===== src/rtl/store_v_pkg.sv =====
// Shared types and geometry helpers for the store_v DRAM write engine.
package store_v_pkg;

   typedef enum logic [1:0] {
      IDLE      = 2'd0,
      WAIT_TILE = 2'd1,
      WRITE     = 2'd2,
      DONE      = 2'd3
   } store_v_state_t;

   localparam int LEN_W   = 10;
   localparam int BEATS_W = 11;

   function automatic int beat_bytes(input int dram_width);
      return dram_width / 8;
   endfunction

   function automatic int beats_per_tile(input int tile_width, input int dram_width);
      return tile_width / dram_width;
   endfunction

endpackage


===== src/rtl/store_v_tile_beat_serializer.sv =====
// Selects one DRAM beat out of the captured tile and builds its byte strobes
// from the running byte offset against the element count.
module tile_beat_serializer
   import store_v_pkg::*;
#(
   parameter int TILE_WIDTH = 256,
   parameter int DRAM_WIDTH = 64,
   parameter int OFF_W      = 14,
   parameter int BYTES      = beat_bytes(DRAM_WIDTH),
   parameter int BEATS      = beats_per_tile(TILE_WIDTH, DRAM_WIDTH),
   parameter int BIDX_W     = (BEATS > 1) ? $clog2(BEATS) : 1
) (
   input  logic [TILE_WIDTH-1:0] tile,
   input  logic [BIDX_W-1:0]     beat_idx,
   input  logic [OFF_W-1:0]      byte_off,
   input  logic [LEN_W-1:0]      length,
   output logic [DRAM_WIDTH-1:0] wdata,
   output logic [BYTES-1:0]      wstrb
);

   localparam int CMP_W = ((OFF_W > LEN_W) ? OFF_W : LEN_W) + 1;

   logic [BEATS-1:0][DRAM_WIDTH-1:0] beats;

   assign beats = tile;

   always_comb begin
      wdata = beats[beat_idx];
   end

   // Widened compare so byte_off + b can never wrap below length.
   always_comb begin
      wstrb = '0;
      for (int b = 0; b < BYTES; b++) begin
         wstrb[b] = (CMP_W'(byte_off) + CMP_W'(b)) < CMP_W'(length);
      end
   end

endmodule


===== src/rtl/store_v.sv =====
// DRAM write engine: serialises signed 8-bit tiles into masked write beats.
// Optional running checksum output enabled by defining STORE_V_CHECKSUM_EN.
module store_v
   import store_v_pkg::*;
#(
   parameter int DATA_WIDTH = 8,
   parameter int TILE_WIDTH = 256,
   parameter int TILE_ELEMS = TILE_WIDTH / DATA_WIDTH,
   parameter int ADDR_WIDTH = 24,
   parameter int DRAM_WIDTH = 64
) (
   input  logic                                      clk,
   input  logic                                      rst,
   input  logic                                      start,
   input  logic [ADDR_WIDTH-1:0]                     addr,
   input  logic [LEN_W-1:0]                          length,
   input  logic signed [TILE_ELEMS-1:0][DATA_WIDTH-1:0] tile_in,
   input  logic                                      tile_valid,
   output logic                                      tile_ready,
   output logic                                      mem_req,
   output logic [ADDR_WIDTH-1:0]                     mem_addr,
   output logic [DRAM_WIDTH-1:0]                     mem_wdata,
   output logic [DRAM_WIDTH/8-1:0]                   mem_wstrb,
   input  logic                                      mem_ack,
   output logic                                      busy,
   output logic                                      done
`ifdef STORE_V_CHECKSUM_EN
   ,
   output logic [DRAM_WIDTH-1:0]                     checksum
`endif
);

   localparam int BEAT_BYTES     = beat_bytes(DRAM_WIDTH);
   localparam int BEATS_PER_TILE = beats_per_tile(TILE_WIDTH, DRAM_WIDTH);
   localparam int BB_LOG2        = $clog2(BEAT_BYTES);
   localparam int BIDX_W         = (BEATS_PER_TILE > 1) ? $clog2(BEATS_PER_TILE) : 1;
   localparam int OFF_W          = BEATS_W + BB_LOG2;

   // state     | meaning
   // IDLE      | waiting for start
   // WAIT_TILE | tile_ready high, waiting for the next tile
   // WRITE     | issuing beats of the captured tile
   // DONE      | one-cycle completion pulse
   store_v_state_t state, state_nxt;

   logic [ADDR_WIDTH-1:0] base_q;
   logic [LEN_W-1:0]      len_q;
   logic [BEATS_W-1:0]    total_q;
   logic [BEATS_W-1:0]    beats_done;
   logic [BIDX_W-1:0]     beat_idx;
   logic [TILE_WIDTH-1:0] tile_q;

   logic                  start_ok;
   logic                  tile_hs;
   logic                  beat_hs;
   logic                  last_beat;
   logic                  tile_end;
   logic [BEATS_W-1:0]    total_calc;
   logic [ADDR_WIDTH-1:0] addr_aligned;
   logic [OFF_W-1:0]      byte_off;
   logic [ADDR_WIDTH-1:0] beat_addr;
   logic [DRAM_WIDTH-1:0] beat_data;
   logic [BEAT_BYTES-1:0] beat_strb;

   assign start_ok     = (state == IDLE) && start;
   assign tile_hs      = tile_ready && tile_valid;
   assign beat_hs      = mem_req && mem_ack;
   assign last_beat    = (beats_done + BEATS_W'(1)) == total_q;
   assign tile_end     = beat_idx == BIDX_W'(BEATS_PER_TILE - 1);
   assign total_calc   = (BEATS_W'(length) + BEATS_W'(BEAT_BYTES - 1)) >> BB_LOG2;
   assign addr_aligned = addr & ~ADDR_WIDTH'(BEAT_BYTES - 1);
   assign byte_off     = {beats_done, {BB_LOG2{1'b0}}};
   assign beat_addr    = base_q + ADDR_WIDTH'(byte_off);

   tile_beat_serializer #(
      .TILE_WIDTH (TILE_WIDTH),
      .DRAM_WIDTH (DRAM_WIDTH),
      .OFF_W      (OFF_W)
   ) u_ser (
      .tile     (tile_q),
      .beat_idx (beat_idx),
      .byte_off (byte_off),
      .length   (len_q),
      .wdata    (beat_data),
      .wstrb    (beat_strb)
   );

   always_ff @(posedge clk) begin
      if (rst) begin
         state <= IDLE;
      end else begin
         state <= state_nxt;
      end
   end

   always_comb begin
      state_nxt = state;
      unique case (state)
         IDLE: begin
            if (start) begin
               state_nxt = (length == '0) ? DONE : WAIT_TILE;
            end
         end
         WAIT_TILE: begin
            if (tile_valid) begin
               state_nxt = WRITE;
            end
         end
         WRITE: begin
            if (mem_ack) begin
               if (last_beat) begin
                  state_nxt = DONE;
               end else if (tile_end) begin
                  state_nxt = WAIT_TILE;
               end
            end
         end
         DONE: begin
            state_nxt = IDLE;
         end
      endcase
   end

   // Beat fields are forced to zero outside WRITE so reset clears every output.
   always_comb begin
      tile_ready = 1'b0;
      mem_req    = 1'b0;
      mem_addr   = '0;
      mem_wdata  = '0;
      mem_wstrb  = '0;
      busy       = 1'b1;
      done       = 1'b0;
      unique case (state)
         IDLE: begin
            busy = 1'b0;
         end
         WAIT_TILE: begin
            tile_ready = 1'b1;
         end
         WRITE: begin
            mem_req   = 1'b1;
            mem_addr  = beat_addr;
            mem_wdata = beat_data;
            mem_wstrb = beat_strb;
         end
         DONE: begin
            done = 1'b1;
         end
      endcase
   end

   always_ff @(posedge clk) begin
      if (rst) begin
         base_q     <= '0;
         len_q      <= '0;
         total_q    <= '0;
         beats_done <= '0;
         beat_idx   <= '0;
         tile_q     <= '0;
      end else begin
         if (start_ok) begin
            base_q     <= addr_aligned;
            len_q      <= length;
            total_q    <= total_calc;
            beats_done <= '0;
         end
         if (tile_hs) begin
            tile_q   <= tile_in;
            beat_idx <= '0;
         end
         if (beat_hs) begin
            beats_done <= beats_done + BEATS_W'(1);
            beat_idx   <= tile_end ? '0 : beat_idx + BIDX_W'(1);
         end
      end
   end

`ifdef STORE_V_CHECKSUM_EN
   logic [DRAM_WIDTH-1:0] strb_mask;

   always_comb begin
      strb_mask = '0;
      for (int b = 0; b < BEAT_BYTES; b++) begin
         strb_mask[b*8 +: 8] = {8{mem_wstrb[b]}};
      end
   end

   always_ff @(posedge clk) begin
      if (rst) begin
         checksum <= '0;
      end else if (start_ok) begin
         checksum <= '0;
      end else if (beat_hs) begin
         checksum <= checksum ^ (mem_wdata & strb_mask);
      end
   end
`endif

endmodule

===== config.mk =====
export PLATFORM = sky130hd
export DESIGN_NAME = store_v
export DESIGN_NICKNAME = d
export VERILOG_FILES = /design/src/rtl/store_v_pkg.sv /design/src/rtl/store_v_tile_beat_serializer.sv /design/src/rtl/store_v.sv
export SDC_FILE = /design/constraint.sdc
export NUM_CORES = 1
export LEC_CHECK = 0
export ABC_AREA = 1
export CAP_MARGIN = 20
export CORE_MARGIN = 1.5
export CORE_UTILIZATION = 45
export CTS_CLUSTER_SIZE = 16
export DETAILED_ROUTE_END_ITERATION = 8
export MAX_ROUTING_LAYER = met4
export PLACE_DENSITY = 0.75
export SYNTH_ARGS = -nofsm -noshare
export SYNTH_HDL_FRONTEND = slang
export SYNTH_HIERARCHICAL = 1
export SYNTH_SLANG_ARGS = --single-unit

===== constraint.sdc =====
create_clock -name clk -period 2.43 [get_ports clk]
set_input_delay 0.3645 -clock clk [delete_from_list [all_inputs] [get_ports clk]]
set_output_delay 0.3645 -clock clk [all_outputs]
set_load 0.02 [all_outputs]

# After elaboration in Yosys (flattened, before gate mapping)
# Index checks and enable logic that the tools add are counted.
# word_totals
output_inout_bits	100
regBits	310
input_bits	295
word_cells	65
# classes
n_mux	21
n_eq_ne	9
n_lt_le_gt_ge	9
n_reduce_logical	8
add_sub_neg	11
# ops
cell	count
64-bit binary-select mux with 2-bit select	1
64-bit 2-to-1 mux	2
15-bit by 10-bit < comparator with 1-bit output	7
14-bit by 3-bit adder with 15-bit output, second input constant	4
14-bit by 2-bit adder with 15-bit output, second input constant	2
24-bit by 14-bit adder with 24-bit output	1
24-bit 2-to-1 mux	1
11-bit 2-to-1 mux	2
2-bit 2-to-1 mux	9
14-bit by 1-bit adder with 15-bit output, second input constant	1
14-bit by 10-bit < comparator with 1-bit output	1
10-bit by 3-bit adder with 11-bit output, second input constant	1
11-bit by 1-bit adder with 11-bit output, second input constant	1
11-bit by 8-bit equality test with 1-bit output	1
10-bit logical NOT	1
8-bit 2-to-1 mux	1
2-bit one-hot mux with 4 select lines	1
2-bit equality test, second input constant	3
2-bit inequality test, second input constant	3
1-bit 2-to-1 mux	4
4-bit AND reduction	1
2-bit nonzero test	2
1-bit logical AND	3
2-bit by 3-bit < comparator with 1-bit output, second input constant	1
other kinds (4)	4

# Depth between registers and ports, before layout
# logic_depth
word_depth	5
depth_mapped	18
depth_no_buf	17

# Hierarchy
# The synthesis kept the hierarchy.
# modules_own_cells
module	instances	seq_area_each_um2	cells_each	area_each_um2
store_v	1	6206.0	1810	13050.0
tile_beat_serializer	1	0.0	895	4952.2

# Least setup slack after synthesis
# Ideal clock, no wire load.
# synth_path
kind	register -> output
from	register beats_done[0]
to	output mem_addr[19]
setup_slack_ns	-0.129
arrival_ns	2.195
stages_incl_launch_ff	12
required_ns	2.066
path_buffers	0
path_cell_list	dfxtp_1 -> ha_1 -> inv_1 -> fa_1 -> nand3b_1 -> nand2_1 -> nand3_1 -> nand2_1 -> inv_1 -> o21ai_2 -> a21oi_1 -> nor2_1
# synth_via
elab_chain_len	2
# synth_lines
element	line	rtl
from (decl)	store_v.sv:49	logic [BEATS_W-1:0] beats_done;
from (signal assigned)	store_v.sv:172	beats_done <= beats_done + BEATS_W'(1);
24-bit by 14-bit adder with 24-bit output	store_v.sv:73	assign beat_addr = base_q + ADDR_WIDTH'(byte_off);
24-bit 2-to-1 mux	store_v.sv:133	unique case (state)
to (decl)	store_v.sv:21	output logic [ADDR_WIDTH-1:0] mem_addr,
# Every way passes these cells.

# Worst setup path in the final report
# layout_path
from	register beats_done[0]
to	output mem_addr[15]
# Same word-level chain as after synthesis.

==> impl_results.md <==
- Status: finished with violations
- Failing checks: setup timing
- Avg WL per Cell: 18.7 µm
- Switching power: 4.88 mW
- FMAX: 345 MHz
- Count of input and output buffers: 388
- Internal power: 10.4 mW
- Vias: 20624
- Initial DRC Count: 1755
- Fraction of layout cells with a size suffix above 1: 16.8%
- Worst setup margin: -0.466 ns
- CTS Hold Bufs: 0
- FP Rows: 73
- Period minus WS final: 2.90 ns
- Die ar.: 41200 µm²
- Hold crit path type: in -> reg
- Critical path required time: 2.07 ns
- Final Hold Viols: 0
- Final Util: 64.6%
- Worst-skew pair later-pin latency: 0.56 ns
- CTS tree: done
- Crit-path max FO: 5
- Max incr delay on CP: 0.36 ns
- Crit path DAT: 2.53 ns
- Hold Path Depth: 4
- Final cycle utilization of the critical path: 119%
- GRT Resource Usage Total: 33.3%
- Area Overhead vs Synth: 42.3%
- First-pass GRT wire length: 106000 µm
- Initial antenna violation count: 16
- Comb power frac: 26.0%
- CTS max path bufs: 3
- Async SR Flop Fraction: 0%
- CP max stage cell: dfxtp_2
- DR vias/cell: 5.55
- Synth Flop Type: dfxtp_1
- RD Place Congestion: 0.990
- Top post-synthesis cells by count: nand2_1 (499), nor2_1 (348), a21oi_1 (344)
- Synth area leaders: dfxtp_1 (34%), nand2_1 (10%), a21oi_1 (9.6%)
- Post-synth top area cell: dfxtp_1
- Setup Slack @ Placement: -0.407 ns
- Switching Fraction: 32.0%
- Drt first pass iters: 8
- Worst reg-to-reg path cell count: 14
- Least-Margin Pin Slew: 0.952 ns
- Max-slew headroom: 36.5%
- Vias in the first global route: 19533
- Post-synth EDFFs: 0
- Library cells used by synthesis: 45
- Yosys top cell area share: 34.5%
- Final setup fails: 27
- Static Leak: 10.5 nW
- Grt total ovfl: 0
- Yosys warnings: 6
- Final Skew: 0.0188 ns
- WS Path Type: reg -> out
- Initial Utilization: 45.4%
- Die Span X: 203 µm
- CP Capture Type: output pin
- Clk sinks: 310
- Synthesized cell area: 18000 µm²
- Slew Viols, Final: 0
- CTS clock-pin slew for the worst setup and hold paths: 0.06 ns
- Core area: 39600 µm²
- Flops & latches, synth: 310
- IO Pins: 395
- VDD IR max: 0.458 mV
- DRT antenna net count: 0
- Clock power frac: 36.3%
- Post-Route WL: 69500 µm
- Largest net degree at the start of global routing: 186
- # fillers: 3530
- Mapped Avg Cell Area: 6.66 µm²
- Chip height: 203 µm
- Most frequent cell after synthesis: nand2_1
- Register area share after synthesis: 34.5%
- TritonCTS Buffers: 36
- Crit-path cells: ha_4 -> inv_2 -> fa_2 -> nand3b_1 -> nand2_2 -> nand3_2 -> nand2_2 -> inv_2 -> o21ai_4 -> xnor2_2 -> nor2_2 -> buf_6
- Detailed placement HPWL: 46600 µm
- Power Density: 596 nW/µm²
- Seq pwr share: 37.7%
- Clock root cell: clkbuf_16
- Post-route DRC: 0
- CP Launch Type: register
- Max-cap violation count: 0
- Layout Nets: 3533
- Post-Synthesis Cells: 2705
- RSZ-0062 raised after global routing: true
- H-tree Lvls: 2
-- routing by layer --
| metal | vias to the layer above | track usage, % | wire length, µm |
|---|---|---|---|
| met3 | 194 | 5.91 | 5140 |
| met2 | 874 | 53.7 | 33100 |
| met4 | 0 | 17.3 | 3220 |
| li1 | 9865 | - | - |
| met1 | 9691 | 39.6 | 28000 |
| met5 | - | - | 0 |
-- cell usage in the layout, fill, tap and decap left out, drive strengths merged, types with 91 or more instances in the layout --
cell type,netlist,final
ha,91,91
o21ai,196,196
nor2,364,364
inv,190,188
nand2,511,511
buf,83,275
nand3,322,322
dfxtp,310,310
clkdlybuf4s50,0,292
a21oi,345,345
-- power by group through the flow --
stage / Sequential (mW) / Combinational, mW / Clock, mW
2_1_floorplan: 5.76 / 2.20 / 0
3_3_place_gp: 5.81 / 3.55 / 0
3_5_place_dp: 5.82 / 3.61 / 0
4_1_cts: 5.73 / 3.78 / 5.59
5_1_grt: 5.79 / 4.35 / 5.77
6_report: 5.75 / 3.97 / 5.54
-- final timing paths --
| kind | slack [ns] | to | from |
|---|---|---|---|
| setup / recovery | -0.47 | mem_addr[15] | beats_done[0]$_SDFFE_PP0P_ |
| hold / removal | 0.15 | state[0]$_SDFFE_PP0P_ | rst |
| setup reg to reg | 0.04 | state[1]$_SDFFE_PP0P_ | beats_done[0]$_SDFFE_PP0P_ |
| hold reg to reg | 0.46 | tile_q[98]$_SDFFE_PP0P_ | tile_q[98]$_SDFFE_PP0P_ |
-- worst max-delay path, delay by kind of cell (launching register included) --
kind	cells	cell delay, ns
AOI/OAI and AO/OA	1	0.24
xor gates and xnor gates	1	0.15
adders and majority gates	2	0.48
buffers and inverters	3	0.21
DFF	1	0.36
and+or+nand+nor	5	0.53
-- sequential cells by signal, indices dropped and copies added (netlist names) --
signal and flops:
beats_done 11, state 2, total_q 8, base_q 21, len_q 10, tile_q 256
beat_idx 2
-- layout make-up --
| cell class | count | area (µm²) | area share (%) |
|---|---|---|---|
| clock buffers | 56 | 1120 | 4.36 |
| repair buffers | 576 | 5650 | 22.1 |
| flip-flops and latches | 310 | 6240 | 24.4 |
| well taps | 525 | 657 | 2.56 |
| diodes | 19 | 47.5 | 0.186 |
| repair inverters | 1 | 11.3 | 0.0440 |
| multi-input cells | 2027 | 11000 | 43.0 |
| clock inverters | 10 | 100 | 0.391 |
| inverters | 194 | 781 | 3.05 |
-- through the flow --
stage	hold WS (ns)	cells	area, µm²	setup TNS [ns]	power, mW
2_1_floorplan	0.437	2722	18100	0	7.96
3_3_place_gp	0.445	3581	23100	-6.20	9.36
3_5_place_dp	0.450	3581	23100	-6.98	9.43
4_1_cts	0.138	3673	25000	-7.06	15.1
5_1_grt	0.157	3715	25600	-11.10	15.9
6_report	0.155	3718	25600	-8.43	15.3
-- kinds of logic (layout without fill, tap and decap cells) --
group / Yosys count / count (layout) / share of synthesized area [%]
flip-flops: 310 / 310 / 34.5
XOR/XNOR: 55 / 55 / 2.68
buffers and inverters: 385 / 837 / 8.74
AO/OA/AOI/OAI: 637 / 637 / 18.7
other: 1 / 37 / 0.0208
adder cells (fa/ha/maj): 92 / 92 / 6.44
AND/OR/NAND/NOR: 1225 / 1225 / 29.0
-- timing repair --
item,CTS,global route
pin swaps,59,62
buffers inserted,20,24
resized for setup,568,114
cloned,6,5
setup endpoints to repair,94,79
Power figures use the tool's default switching activity.
